File: config.mk
export PLATFORM = sky130hd
export DESIGN_NAME = ped_crossing_ctrl
export DESIGN_NICKNAME = d
export VERILOG_FILES = /design/src/rtl/ped_crossing_ctrl.sv
export SDC_FILE = /design/constraint.sdc
export NUM_CORES = 1
export LEC_CHECK = 0
export CORE_ASPECT_RATIO = 1.75
export CORE_MARGIN = 5
export CORE_UTILIZATION = 55
export DETAILED_ROUTE_END_ITERATION = 10
export GPL_TIMING_DRIVEN = 0
export PLACE_DENSITY = 0.84
export SLEW_MARGIN = 10
export SYNTH_ARGS = -nofsm -noshare
export SYNTH_HDL_FRONTEND = slang
export SYNTH_SLANG_ARGS = --single-unit
export TNS_END_PERCENT = 1
File: constraint.sdc
create_clock -name clk -period 3.8 [get_ports clk]
set_input_delay 1.14 -clock clk [delete_from_list [all_inputs] [get_ports clk]]
set_output_delay 1.14 -clock clk [all_outputs]
set_load 0.05 [all_outputs]
File: src/rtl/ped_crossing_ctrl.sv
// rtl/ped_crossing_ctrl.sv - pedestrian crossing controller with tick prescaler,
// synchronised request buttons, minimum-green guarantee and flashing night mode.
module ped_crossing_ctrl #(
   parameter int CLK_PER_TICK = 12000,
   parameter int TW           = 16,
   parameter int N_BTN        = 2,
   parameter int T_MIN_GREEN  = 5,
   parameter int T_YELLOW     = 2,
   parameter int T_CLEAR      = 1,
   parameter int T_WALK       = 10,
   parameter int T_FLASH      = 4
) (
   input  logic             clk,
   input  logic             rst,
   input  logic [N_BTN-1:0] button,
   input  logic             night,
   output logic             car_red,
   output logic             car_yellow,
   output logic             car_green,
   output logic             ped_red,
   output logic             ped_green,
   output logic             wait_lamp,
   output logic [2:0]       state
);

   typedef enum logic [2:0] {
      S_GREEN  = 3'd0,
      S_YELLOW = 3'd1,
      S_CLEAR  = 3'd2,
      S_WALK   = 3'd3,
      S_FLASH  = 3'd4,
      S_NIGHT  = 3'd5
   } state_t;

   localparam logic [TW-1:0] PRESC_LAST  = TW'(CLK_PER_TICK - 1);
   localparam logic [TW-1:0] PHASE_MAX   = '1;
   localparam logic [TW-1:0] MIN_GREEN   = TW'(T_MIN_GREEN);
   localparam logic [TW-1:0] YELLOW_LAST = TW'(T_YELLOW - 1);
   localparam logic [TW-1:0] CLEAR_LAST  = TW'(T_CLEAR - 1);
   localparam logic [TW-1:0] WALK_LAST   = TW'(T_WALK - 1);
   localparam logic [TW-1:0] FLASH_LAST  = TW'(T_FLASH - 1);

   state_t           state_q, state_d;
   logic [N_BTN-1:0] btn_s1_q, btn_s1_d;
   logic [N_BTN-1:0] btn_s2_q, btn_s2_d;
   logic [N_BTN-1:0] btn_prev_q, btn_prev_d;
   logic             night_s1_q, night_s1_d;
   logic             night_s2_q, night_s2_d;
   logic [TW-1:0]    presc_q, presc_d;
   logic [TW-1:0]    phase_q, phase_d;
   logic             req_q, req_d;
   logic             from_night_q, from_night_d;
   logic             car_red_q, car_red_d;
   logic             car_yellow_q, car_yellow_d;
   logic             car_green_q, car_green_d;
   logic             ped_red_q, ped_red_d;
   logic             ped_green_q, ped_green_d;

   logic             tick;
   logic             btn_rise;
   logic             transition;
   logic             accept_req;
   logic [TW-1:0]    phase_inc;

   always_comb begin
      btn_s1_d   = button;
      btn_s2_d   = btn_s1_q;
      btn_prev_d = btn_s2_q;
      night_s1_d = night;
      night_s2_d = night_s1_q;

      tick      = (presc_q == PRESC_LAST);
      btn_rise  = |(btn_s2_q & ~btn_prev_q);
      phase_inc = (tick && (phase_q != PHASE_MAX)) ? phase_q + TW'(1) : phase_q;

      state_d      = state_q;
      from_night_d = from_night_q;

      // Timed exits fire on the tick that completes the last phase, so every
      // timed state lasts exactly T_x ticks from its entry edge.
      case (state_q)
         S_GREEN: begin
            if (night_s2_q) begin
               state_d = S_NIGHT;
            end else if (req_q && (phase_inc >= MIN_GREEN)) begin
               state_d = S_YELLOW;
            end
         end
         S_YELLOW: begin
            if (tick && (phase_q == YELLOW_LAST)) begin
               state_d      = S_CLEAR;
               from_night_d = 1'b0;
            end
         end
         S_CLEAR: begin
            if (tick && (phase_q == CLEAR_LAST)) begin
               state_d = from_night_q ? S_GREEN : S_WALK;
            end
         end
         S_WALK: begin
            if (tick && (phase_q == WALK_LAST)) begin
               state_d = S_FLASH;
            end
         end
         S_FLASH: begin
            if (tick && (phase_q == FLASH_LAST)) begin
               state_d = S_GREEN;
            end
         end
         S_NIGHT: begin
            if (!night_s2_q) begin
               state_d      = S_CLEAR;
               from_night_d = 1'b1;
            end
         end
         default: state_d = S_GREEN;
      endcase

      transition = (state_d != state_q);
      presc_d    = (transition || tick) ? '0 : presc_q + TW'(1);
      phase_d    = transition ? '0 : phase_inc;

      // Requests latch only while cars still own the road; entering WALK
      // serves the request and entering NIGHT discards it.
      accept_req = ((state_q == S_GREEN) || (state_q == S_YELLOW) || (state_q == S_CLEAR))
                   && (state_d != S_WALK) && (state_d != S_NIGHT);
      req_d      = accept_req ? (req_q | btn_rise) : 1'b0;

      car_red_d    = 1'b0;
      car_yellow_d = 1'b0;
      car_green_d  = 1'b0;
      ped_red_d    = 1'b0;
      ped_green_d  = 1'b0;
      case (state_d)
         S_YELLOW: begin
            car_yellow_d = 1'b1;
            ped_red_d    = 1'b1;
         end
         S_CLEAR: begin
            car_red_d = 1'b1;
            ped_red_d = 1'b1;
         end
         S_WALK: begin
            car_red_d   = 1'b1;
            ped_green_d = 1'b1;
         end
         S_FLASH: begin
            car_red_d   = 1'b1;
            ped_green_d = ~phase_d[0];
         end
         S_NIGHT: begin
            car_yellow_d = ~phase_d[0];
         end
         default: begin
            car_green_d = 1'b1;
            ped_red_d   = 1'b1;
         end
      endcase
   end

   always_ff @(posedge clk or posedge rst) begin
      if (rst) begin
         state_q      <= S_GREEN;
         btn_s1_q     <= '0;
         btn_s2_q     <= '0;
         btn_prev_q   <= '0;
         night_s1_q   <= 1'b0;
         night_s2_q   <= 1'b0;
         presc_q      <= '0;
         phase_q      <= '0;
         req_q        <= 1'b0;
         from_night_q <= 1'b0;
         car_red_q    <= 1'b0;
         car_yellow_q <= 1'b0;
         car_green_q  <= 1'b1;
         ped_red_q    <= 1'b1;
         ped_green_q  <= 1'b0;
      end else begin
         state_q      <= state_d;
         btn_s1_q     <= btn_s1_d;
         btn_s2_q     <= btn_s2_d;
         btn_prev_q   <= btn_prev_d;
         night_s1_q   <= night_s1_d;
         night_s2_q   <= night_s2_d;
         presc_q      <= presc_d;
         phase_q      <= phase_d;
         req_q        <= req_d;
         from_night_q <= from_night_d;
         car_red_q    <= car_red_d;
         car_yellow_q <= car_yellow_d;
         car_green_q  <= car_green_d;
         ped_red_q    <= ped_red_d;
         ped_green_q  <= ped_green_d;
      end
   end

   assign car_red    = car_red_q;
   assign car_yellow = car_yellow_q;
   assign car_green  = car_green_q;
   assign ped_red    = ped_red_q;
   assign ped_green  = ped_green_q;
   assign wait_lamp  = req_q;
   assign state      = state_q;

endmodule

==> results.md <==
* max-cap violation count: 0
* clk sink count: 50
* buffers added on ports: 13
* non-filler instance count after layout: 434
* die height: 110 µm
* DRC violations left: 0
* design area: 0.00351 mm²
* # nets final: 366
* residual antenna-violating net count after detailed routing: 0
* required time at the endpoint of the critical path: 4.04 ns
* area of the mapped netlist: 0.00317 mm²
* power after layout: 1.77 mW
* global-route wire length before repair: 12.1 mm
* net switching power figure: 0.783 mW
* WS Path Type: flop to flop
* beginning of the worst register-to-register path: phase_q[0]
* async set-reset flop share out of synthesis: 100%
* post-CTS setup buffer count: 0
* number of global-route vias before repair: 2662
* Final Hold Violating Endpoints: 0
* post-CTS clock slew at the launch and capture registers of the worst setup and hold paths: 0.10 ns
* last weighted congestion value of the routability-driven placer: 0.876
* CTS buffer count: 5
* Synth Net Count: 345
* result of the run: finished clean
* worst flop-to-flop path endpoint: presc_q[7]
* number of antenna repair diodes: 0
* overflow left after global routing: 0
* layout overhead on the synthesized area: 10.9%
* Post-Route Hold Slack: 0.358 ns
* final worst path period need: 3.42 ns
* post-detailed-route wirelength per cell: 16.2 µm
* leakage power: 1.44 nW
* number of detailed-route iterations in the first pass: 5
* Final Cycle Share: 89.9%
* buffer cell driving the clock tree root: sky130_fd_sc_hd__clkbuf_8
* detailed-route via count: 2600
* width of the die: 67.4 µm
* average size of a mapped cell: 9.42 µm²
* power density cells: 504 mW/mm²
* post-placement cell count: 426
* fin. max-slew vios: 0
* number of enable-type register cells in the synthesized netlist: 0
* Netlist cell types: 59
* average via count per standard cell: 5.99
* kind of capture point of the worst setup path: flop
* share of post-route cells with drive strength above 1: 18.4%
* Post-Route Setup TNS: 0 ns
* Register-to-Register Path Depth: 10
* sequential share of the synthesized area: 39.6%
* CP Launch Type: flop
* source of the critical timing path: phase_q[0]
* antenna violations before repair: 0
* Yosys warnings: 0
* arrival time reported for the critical path endpoint: 3.65 ns
* CP Max Fanout: 10
* FF-to-FF setup slack: 0.38 ns
* Internal: 0.988 mW
* routed wire length: 7.04 mm
* classification of the worst-slack hold path: flop to flop
* final setup violation count: 0
* number of placed I/O pins: 14
* worst supply voltage drop on vdd: 0.226 mV
* Max Freq: 0.293 GHz
* fraction of power consumed by sequential logic: 36.2%
* First DRT Iteration DRCs: 176
* number of synthesized register bits: 50
* dpl cell area: 0.00341 mm²
* pin count of the biggest net entering global routing: 30
* synthesized instance count: 336
* combinational power share: 44.7%
* later-pin clock latency in the skew report: 0.31 ns
* Initial Util: 56.7%
* share of total power consumed by net switching: 44.2%
* Max transition margin: 35.3%
* Main synth FF type: sky130_fd_sc_hd__dfrtp_1
* TritonCTS clock tree: yes
* maximum level of the CTS H-tree: 2
* clock network fraction of design power: 19.2%
* capture point of the critical path: presc_q[7]
* Post-DP HPWL: 5.29 mm
* Core Box Area: 0.00559 mm²
* setup clock skew after layout: 0.00471 ns
* transition time at the pin with the least slew margin: 0.968 ns
* floorplan die area: 0.00744 mm²
* site row count: 36
* largest buffer count on any clock path: 2
* Global Route Usage Sum: 21.3%
* unrepaired setup endpoints after global routing: no
layout by cell type (no fill, tap or decap), types with 13 or more instances in the layout:
| cell | count |
|---|---|
| sky130_fd_sc_hd__nor2_1 | 23 |
| sky130_fd_sc_hd__nand4_1 | 14 |
| sky130_fd_sc_hd__clkdlybuf4s50_1 | 13 |
| sky130_fd_sc_hd__nand3_1 | 16 |
| sky130_fd_sc_hd__nor3_2 | 30 |
| sky130_fd_sc_hd__xnor2_1 | 19 |
| sky130_fd_sc_hd__nand2_1 | 37 |
| sky130_fd_sc_hd__dfrtp_1 | 48 |
| sky130_fd_sc_hd__xor2_1 | 16 |
critical path, stage by stage, from the launching register on:
cell and delay (ns):
sky130_fd_sc_hd__dfrtp_1 0.50, sky130_fd_sc_hd__ha_1 0.32, sky130_fd_sc_hd__and3_1 0.21, sky130_fd_sc_hd__clkbuf_1 0.18, sky130_fd_sc_hd__a2111oi_1 0.93, sky130_fd_sc_hd__nand4_1 0.16
sky130_fd_sc_hd__and3_1 0.27, sky130_fd_sc_hd__nor4_4 0.24, sky130_fd_sc_hd__nor2_2 0.16, sky130_fd_sc_hd__buf_6 0.18, sky130_fd_sc_hd__nor3_2 0.19
flip-flops by register name, summed over array words and instances, names as in the netlist:
| name | flops |
|---|---|
| phase_q | 16 |
| presc_q | 16 |
| state | 3 |
| btn_prev_d | 2 |
| btn_prev_q | 2 |
| btn_s1_q | 2 |
| car_green | 1 |
| car_red | 1 |
| car_yellow | 1 |
| from_night_q | 1 |
| night_s1_q | 1 |
| night_s2_q | 1 |
| ped_green | 1 |
| ped_red | 1 |
| wait_lamp | 1 |
repair_timing:
item                                    CTS  global route
hold buffers                              0             0
resized for setup                         0             1
endpoints found under the setup margin    0            17
cell usage after synthesis (4+ instances only):
cell	n	area, µm²
sky130_fd_sc_hd__ha_1	4	50.1
sky130_fd_sc_hd__nor3_1	12	60.1
sky130_fd_sc_hd__dfrtp_1	48	1200
sky130_fd_sc_hd__and4_1	5	43.8
sky130_fd_sc_hd__nand4_1	14	87.6
sky130_fd_sc_hd__nor3_2	30	300
sky130_fd_sc_hd__o21ai_0	6	30.0
sky130_fd_sc_hd__nand3_1	16	80.1
sky130_fd_sc_hd__and3_1	5	31.3
sky130_fd_sc_hd__buf_2	6	30.0
sky130_fd_sc_hd__clkbuf_1	8	30.0
sky130_fd_sc_hd__xor2_1	16	140
sky130_fd_sc_hd__nor4_1	11	68.8
sky130_fd_sc_hd__nor2_1	23	86.3
sky130_fd_sc_hd__inv_1	13	48.8
sky130_fd_sc_hd__xnor2_1	19	166
sky130_fd_sc_hd__nand2_1	37	139
worst min-delay path by stage:
stage                      startpoint       endpoint  depth (start not counted)
after floorplan           btn_s1_q[0]  btn_prev_d[0]                          0
after detailed placement   night_s1_q     night_s2_q                          0
after CTS                  night_s1_q     night_s2_q                          0
final                      night_s1_q     night_s2_q                          0
after global placement    btn_s1_q[1]  btn_prev_d[1]                          0
after global routing       night_s1_q     night_s2_q                          0
per-layer routing:
metal	GRT usage (%)	part of all wire, %	vias up
met1	22.0	36	1263
met3	3.04	3.7	28
li1	-	-	1238
met5	0	0	-
met2	38.8	55	71
met4	13.6	4.5	0
cell type report:
cell class / count / area, µm²
fillers: 482 / 2070
multi-input cells: 252 / 1750
flip-flops and latches: 50 / 1250
repair buffers: 14 / 150
plain buffers: 21 / 120
well taps: 76 / 95.1
clock buffers: 5 / 68.8
inverters: 13 / 48.8
clock inverters: 3 / 28.8
kinds of logic after synthesis:
group	after synthesis	synth area share (%)
simple gates	179	35.7
fa+ha+maj	4	1.58
buf+inv	34	5.33
mux	3	0.948
flops	50	39.6
compound gates	31	7.19
xor+xnor	35	9.68
power groups by stage:
stage / registers (mW) / clock network, mW / logic, mW
after floorplan: 0.799 / 0 / 0.431
after global placement: 0.649 / 0 / 0.772
after detailed placement: 0.652 / 0 / 0.790
after CTS: 0.641 / 0.353 / 0.792
after global routing: 0.648 / 0.370 / 0.849
final: 0.640 / 0.340 / 0.791
stage by stage:
step / util (%) / setup WS [ns]
2_1_floorplan: - / 1.15
3_3_place_gp: 60.7 / 0.367
3_5_place_dp: 61.1 / 0.188
4_1_cts: 62.8 / 0.158
5_1_grt: 62.9 / 0.242
6_report: 62.9 / 0.383
Power figures use the tool's default switching activity.
